### config.mk
export PLATFORM = sky130hd
export DESIGN_NAME = sw_seq_decode
export DESIGN_NICKNAME = d
export VERILOG_FILES = /design/src/rtl/sw_seq_decode.sv
export SDC_FILE = /design/constraint.sdc
export NUM_CORES = 1
export LEC_CHECK = 0
export CORE_MARGIN = 4
export CORE_UTILIZATION = 46
export CTS_CLUSTER_DIAMETER = 60
export CTS_CLUSTER_SIZE = 12
export DETAILED_ROUTE_END_ITERATION = 10
export HOLD_SLACK_MARGIN = 0.05
export PLACE_DENSITY = 0.77
export SYNTH_ARGS = -nofsm -noshare
export SYNTH_HDL_FRONTEND = slang
export SYNTH_SLANG_ARGS = --single-unit
### constraint.sdc
create_clock -name clk -period 2.2 [get_ports clk]
set_input_delay 0.44 -clock clk [delete_from_list [all_inputs] [get_ports clk]]
set_output_delay 0.44 -clock clk [all_outputs]
set_load 0.01 [all_outputs]
### src/rtl/sw_seq_decode.sv
// Serial bit sequencer: captures a {len, pattern} word and presents its low
// len+1 bits one at a time on consumer request, optionally repeating the pass.
module sw_seq_decode #(
    parameter  int DATA_W    = 8,
    parameter  int MSB_FIRST = 1,
    localparam int LEN_W     = $clog2(DATA_W)
) (
    input  logic                    clk,
    input  logic                    rst,
    input  logic [LEN_W+DATA_W-1:0] sw,
    input  logic                    load,
    input  logic                    next_bit,
    input  logic                    repeat_en,
    output logic                    bit_value,
    output logic                    bits_done,
    output logic                    busy,
    output logic [LEN_W-1:0]        bit_index
);

    typedef enum logic [1:0] {
        IDLE   = 2'd0,
        ACTIVE = 2'd1,
        DONE   = 2'd2
    } state_t;

    state_t              r_state;
    state_t              w_state_nxt;
    logic [DATA_W-1:0]   r_pattern;
    logic [DATA_W-1:0]   w_pattern_nxt;
    logic [LEN_W-1:0]    r_last;
    logic [LEN_W-1:0]    w_last_nxt;
    logic [LEN_W-1:0]    r_index;
    logic [LEN_W-1:0]    w_index_nxt;
    logic [LEN_W-1:0]    w_sel;
    logic                w_last_bit;

    // r_last holds L-1, which is exactly the captured len field
    assign w_last_bit = (r_index == r_last);

    always_comb begin
        w_state_nxt   = r_state;
        w_pattern_nxt = r_pattern;
        w_last_nxt    = r_last;
        w_index_nxt   = r_index;
        if (load) begin
            w_pattern_nxt = sw[DATA_W-1:0];
            w_last_nxt    = sw[LEN_W+DATA_W-1:DATA_W];
            w_index_nxt   = '0;
            w_state_nxt   = ACTIVE;
        end else if (r_state == ACTIVE && next_bit) begin
            if (!w_last_bit) begin
                w_index_nxt = r_index + LEN_W'(1);
            end else begin
                w_index_nxt = '0;
                if (!repeat_en) begin
                    w_state_nxt = DONE;
                end
            end
        end
    end

    always_ff @(posedge clk) begin
        if (rst) begin
            r_state   <= IDLE;
            r_pattern <= '0;
            r_last    <= '0;
            r_index   <= '0;
        end else begin
            r_state   <= w_state_nxt;
            r_pattern <= w_pattern_nxt;
            r_last    <= w_last_nxt;
            r_index   <= w_index_nxt;
        end
    end

    // Index never exceeds r_last, so the subtraction cannot wrap
    always_comb begin
        if (MSB_FIRST != 0) begin
            w_sel = r_last - r_index;
        end else begin
            w_sel = r_index;
        end
    end

    always_comb begin
        busy      = (r_state == ACTIVE);
        bits_done = (r_state == DONE);
        bit_value = (r_state == ACTIVE) ? r_pattern[w_sel] : 1'b0;
        bit_index = (r_state == ACTIVE) ? r_index : '0;
    end

endmodule
==> flow_summary.toml, run 1 <==
[run_status]
outcome = "finished with violations"
violations = "negative setup slack"

[drt]
via_count = 649
first_pass_iters = 4
first_iter_violations = 9
avgRoutedWirePerCell_um = 13.8
antenna_left = 0
drc = 0
routed_wl_um = 1700
routed_via_density = 5.28

[placed_design]
placement.cell_area_um2 = 1070
dp_cells = 119
io_buffers = 21
gp_congestion = 0.790
hpwlAfterDp_um = 1330

[timing]
setup_viol = 1
worst_pin_slew_ps = 292
fin_skew_ps = 3.58
fin_tns_setup_ps = -234
rsz0062_at_grt = "yes"
slew_headroom_pct = 80.5
max_freq_mhz = 411
hold_viol = 0
setup_slack_ps = -234
slew_viol_final = 0
min_period_ps = 2430
post-route-period-util_pct = 111

[logic_synthesis]
ys_seq_area_share_pct = 39.6
synth_area_leaders = "dfxtp_1 40%, mux2i_1 15%, mux4_1 6.5%, nor2_1 6.0%, ha_1 4.6%"
synth_common_cells = "16 x dfxtp_1, 13 x nor2_1, 12 x mux2i_1"
syn_area_um2 = 810
synth_ff_type = "dfxtp_1"
synth_area_leader_cell = "dfxtp_1"
synth_cells = 79
ys_ff_latch = 16
syn_nets = 99
synth_edf_count = 0
synth.distinct_cells = 26
yosys.area.top_type_share_pct = 39.6
synthArstFlopShare_pct = 0
yosysMostFrequentCell = "dfxtp_1"
avgSynthCellArea_um2 = 10.2
ys_warn_count = 0

[clock_tree]
cts_hold_buf = 0
cts_buffers = 3
cts_buffer_depth = 2
htreeDepth = 1
clock_sinks = 16
cts-root-buf = "clkbuf_4"
cts_tree = "yes"
clk_latency_ps = 290
cts.clk_slew.worst_paths_ps = 90

[critical_path]
cp.depth = 7
reg2reg_depth = 6
cp-start-kind = "flop"
slowest_delay_ps = 520
crit_buf_inv = 2
worstSetupPathType = "reg -> out"
critical-path-top-delay-family = "adder cells"
path_max_fanout = 2
crit_chain = "inv_2 > ha_4 > fa_1 > mux4_2 > mux2i_1 > nor2b_1 > buf_2"
cp.arrival_ps = 1990
crit_slowest_cell = "fa_1"
critPathCaptureType = "primary output"
cp.required_ps = 1760
rrSetupSlack_ps = 820

[cells_and_area]
fill_cells = 130
drive_above_1_share_pct = 18.7
final_cells = 123
final_area_um2 = 1110
diodes = 0
area_delta_synth_final_pct = 36.9
fin_nets = 129

[power]
power.total_uw = 578
leakage_uw = 0.000477
power_density_nw_per_um2 = 522
vdd_drop_max_uv = 358

[global_route]
grt_usage_pct = 15.1
overflow = 0
first_global_vias = 648
grt_pass1_wl_um = 2860
grt_max_degree = 15
antenna_found_initial = 0

[hold_path]
hold_class = "reg -> reg"
whs_path_depth = 2

[job]
drv_cap = 0

[die]
core_area_um2 = 1580
rows = 14
initial_core_util_pct = 51.3
die-area_um2 = 2500
io_pins = 22
die_h_um = 50.0
die_w_um = 50.0
[per-stage QoR]
stage	utilization, %	hold WS [ps]	worst slack [ps]
3_3_place_gp	67.9	476	-211
4_1_cts	70.2	509	-296
6_report	70.3	511	-234
3_5_place_dp	67.9	487	-305
2_1_floorplan	-	451	258
5_1_grt	70.3	544	-337
[cell usage in the layout, fill, tap and decap left out]
cell type / instances
clkdlybuf4s50_1: 20
dfxtp_1: 15
nor2_1: 13
mux2i_1: 12
buf_4: 7
inv_1: 3
and2_1: 3
nand2_1: 3
clkbuf_4: 3
xnor2_2: 2
nor2b_1: 2
nor3_1: 2
ha_1: 2
nor2b_2: 1
inv_2: 1
mux4_1: 1
mux4_2: 1
nand3_2: 1
nand3b_1: 1
o31ai_2: 1
a21oi_1: 1
nand2b_1: 1
or2b_1: 1
o21ai_0: 1
a22oi_1: 1
nand4_1: 1
a21boi_1: 1
a21boi_0: 1
o21a_1: 1
fa_1: 1
ha_4: 1
buf_2: 1
dfxtp_2: 1
[state kept, by name, summed over array words and instances, names as in the netlist]
signal / count
r_index: 3
r_pattern: 8
r_last: 3
r_state: 2
[power breakdown]
group	switching (uW)	internal [uW]	total (uW)
combinational	44.1	65.9	110
clock	91.5	63.8	155
sequential	9.52	304	313
total	145	433	578
[worst register-to-register path, delay by kind of cell (launching register included)]
kind	cells	cell delay, ps
flip-flops	1	370
AO/OA/AOI/OAI	2	340
adder cells (fa/ha/maj)	1	280
buffers and inverters	2	180
AND/OR/NAND/NOR	1	120
[kinds of logic after synthesis]
group                      after synthesis  share of synthesized area [%]
xor gates and xnor gates                 2                           4.02
adders and majority gates                4                           7.11
AOI/OAI and AO/OA                        7                           6.49
DFF                                     16                           39.6
muxes                                   14                           21.3
and+or+nand+nor                         29                           17.9
buffers and inverters                    7                           3.55
[routing by layer]
| layer | routed length [um] | vias to the layer above | share of wire, % | global-route usage [%] |
|---|---|---|---|---|
| met2 | 825 | 16 | 49 | 26.4 |
| met4 | 28 | 0 | 1.6 | 5.53 |
| met3 | 83 | 4 | 4.9 | 4.22 |
| met1 | 759 | 301 | 45 | 17.2 |
| li1 | - | 328 | - | - |
| met5 | 0 | - | 0 | 0 |
[cell type report]
cell class	count	area [um2]	share of cell area, %
clock buffer	3	22.5	2.03
multi-input combinational	56	472	42.6
sequential	16	322	29.0
inverter	4	15.0	1.35
timing repair buffer	28	258	23.3
tap	16	20.0	1.81
[repair_timing]
item	CTS	global route
setup buffers	1	0
endpoints found under the setup margin	1	4
gates resized for setup	9	1
pin swaps	1	1
[final timing paths]
| path | end | from |
|---|---|---|
| setup / recovery | bit_value | r_last[0] |
| hold / removal | r_pattern[1] | r_pattern[1] |
| setup reg to reg | r_state[0] | r_index[1] |
| hold reg to reg | r_pattern[1] | r_pattern[1] |
Note: power is estimated with default switching activity, not from simulation.
==> run 2: changes to the inputs <==
--- a/config.mk
+++ b/config.mk
@@ -5,7 +5,8 @@
 export SDC_FILE = /design/constraint.sdc
 export NUM_CORES = 1
 export LEC_CHECK = 0
-export CORE_MARGIN = 4
+export CAP_MARGIN = 20
+export CORE_MARGIN = 3
 export CORE_UTILIZATION = 46
 export CTS_CLUSTER_DIAMETER = 60
 export CTS_CLUSTER_SIZE = 12
==> flow_summary.toml, run 2 (synthesized netlist as in run 1, its figures left out) <==
[power]
vdd_drop_max_uv = 474
p_sw_uw = 150
leakage_uw = 0.000482
p_comb_share_pct = 17.8
power.total_uw = 620
internal-power_uw = 470
p_seq_share_pct = 50.6
p_clk_share_pct = 31.6
power_density_nw_per_um2 = 553
swShare_pct = 24.1

[clock_tree]
clk_latency_ps = 290
clock_sinks = 16
cts_buffers = 3
htreeDepth = 1
cts-root-buf = "clkbuf_4"
cts.clk_slew.worst_paths_ps = 80
cts_setup_buffers = 0
cts_tree = "yes"
cts_buffer_depth = 2
cts_hold_buf = 0

[run_status]
outcome = "finished with violations"
violations = "negative setup slack"

[critical_path]
cp.arrival_ps = 1980
r2r-end = "r_state[0]"
cp.required_ps = 1760
critPathLaunch = "r_last[0]"
cp-start-kind = "flop"
critPathCaptureType = "primary output"
r2r-start = "r_index[1]"
rrSetupSlack_ps = 750
crit_end = "bit_value"
worstSetupPathType = "reg -> out"
reg2reg_depth = 6
path_max_fanout = 2

[cells_and_area]
diodes = 0
fin_nets = 128
drive_above_1_share_pct = 18.7
top_regs = "r_pattern x8, r_index x3, r_last x3"
final_common_cell = "clkdlybuf4s50_1"
top_register = "r_pattern"
layout_common_cells = "20 x clkdlybuf4s50_1, 15 x dfxtp_1, 13 x nor2_1"
largest_reg_flops = 8
fill_cells = 126
area_delta_synth_final_pct = 38.3

[timing]
fin_tns_setup_ps = -217
setup_viol = 1
slew_viol_final = 0
worst_pin_slew_ps = 293
rsz0062_at_grt = "yes"
hold_viol = 0
max_freq_mhz = 414
post-route-period-util_pct = 110
fin_skew_ps = 12.6
setup_slack_ps = -217
slew_headroom_pct = 80.4
min_period_ps = 2420

[die]
rows = 14
io_pins = 22
die-area_um2 = 2300
initial_core_util_pct = 51.3
die_w_um = 48.0
core_area_um2 = 1580
die_h_um = 48.0

[global_route]
grt_pass1_wl_um = 2910
grt_usage_pct = 18.6
grt_max_degree = 15
antenna_found_initial = 0
first_global_vias = 687
overflow = 0

[placed_design]
pre_cts_slack_ps = -288
hpwlAfterDp_um = 1320
io_buffers = 21
gp_congestion = 0.791

[drt]
antenna_left = 0
routed_via_density = 5.34
first_pass_iters = 4
via_count = 657
routed_wl_um = 1770
first_iter_violations = 14
drc = 0
avgRoutedWirePerCell_um = 14.3

[hold_path]
hold_class = "reg -> reg"

[job]
drv_cap = 0
run 2: metal layers:
layer | wire length [um] | GRT usage (%) | vias to the layer above
li1 | - | - | 331
met1 | 759 | 20.7 | 309
met2 | 897 | 31.7 | 15
met3 | 88 | 6.39 | 2
met4 | 20 | 8.60 | 0
met5 | 0 | 0 | -
run 2: how the worst min path moves through the flow:
stage / startpoint / to / slack, ps / cells after the start
3_3_place_gp: r_last[0] / r_last[0] / 480 / 2
6_report: r_pattern[4] / r_pattern[4] / 510 / 2
4_1_cts: r_pattern[4] / r_pattern[4] / 510 / 2
2_1_floorplan: r_pattern[2] / r_pattern[2] / 450 / 2
5_1_grt: r_pattern[1] / r_pattern[1] / 530 / 2
3_5_place_dp: r_pattern[4] / r_pattern[4] / 490 / 2
run 2: stage by stage:
stage / util, % / hold WS, ps / instances / area (um2)
after detailed placement: 67.9 / 489 / 119 / 1070
after global routing: 71.0 / 532 / 123 / 1120
after CTS: 70.7 / 511 / 123 / 1110
after floorplan: - / 451 / 79 / 810
after global placement: 67.9 / 477 / 119 / 1070
final: 71.0 / 505 / 123 / 1120
run 2: critical path, stage by stage, from the launching register on:
cell     delay, ps
dfxtp_2        350
inv_2           40
ha_4           150
fa_1           520
mux4_2         300
mux2i_1        150
nor2b_1         60
buf_2          130
run 2: cell type report:
cell class	count	area, um2	share of cell area (%)
Multi-Input combinational cell	56	477	42.6
Sequential cell	16	322	28.7
Timing Repair Buffer	27	250	22.3
Clock buffer	4	36.3	3.24
Tap cell	16	20.0	1.79
Inverter	4	15.0	1.34
run 2: power by group through the flow:
| stage | registers (uW) | clock network, uW | logic, uW |
|---|---|---|---|
| global placement | 319 | 0 | 103 |
| CTS | 313 | 203 | 109 |
| global route | 315 | 215 | 119 |
| finish | 314 | 196 | 110 |
| floorplan | 316 | 0 | 57.7 |
| detailed placement | 319 | 0 | 106 |
run 2: repair_timing:
action	in CTS	in global routing
resized for setup	10	1
setup endpoints to repair	3	4
cloned	0	0
pin swaps	2	1
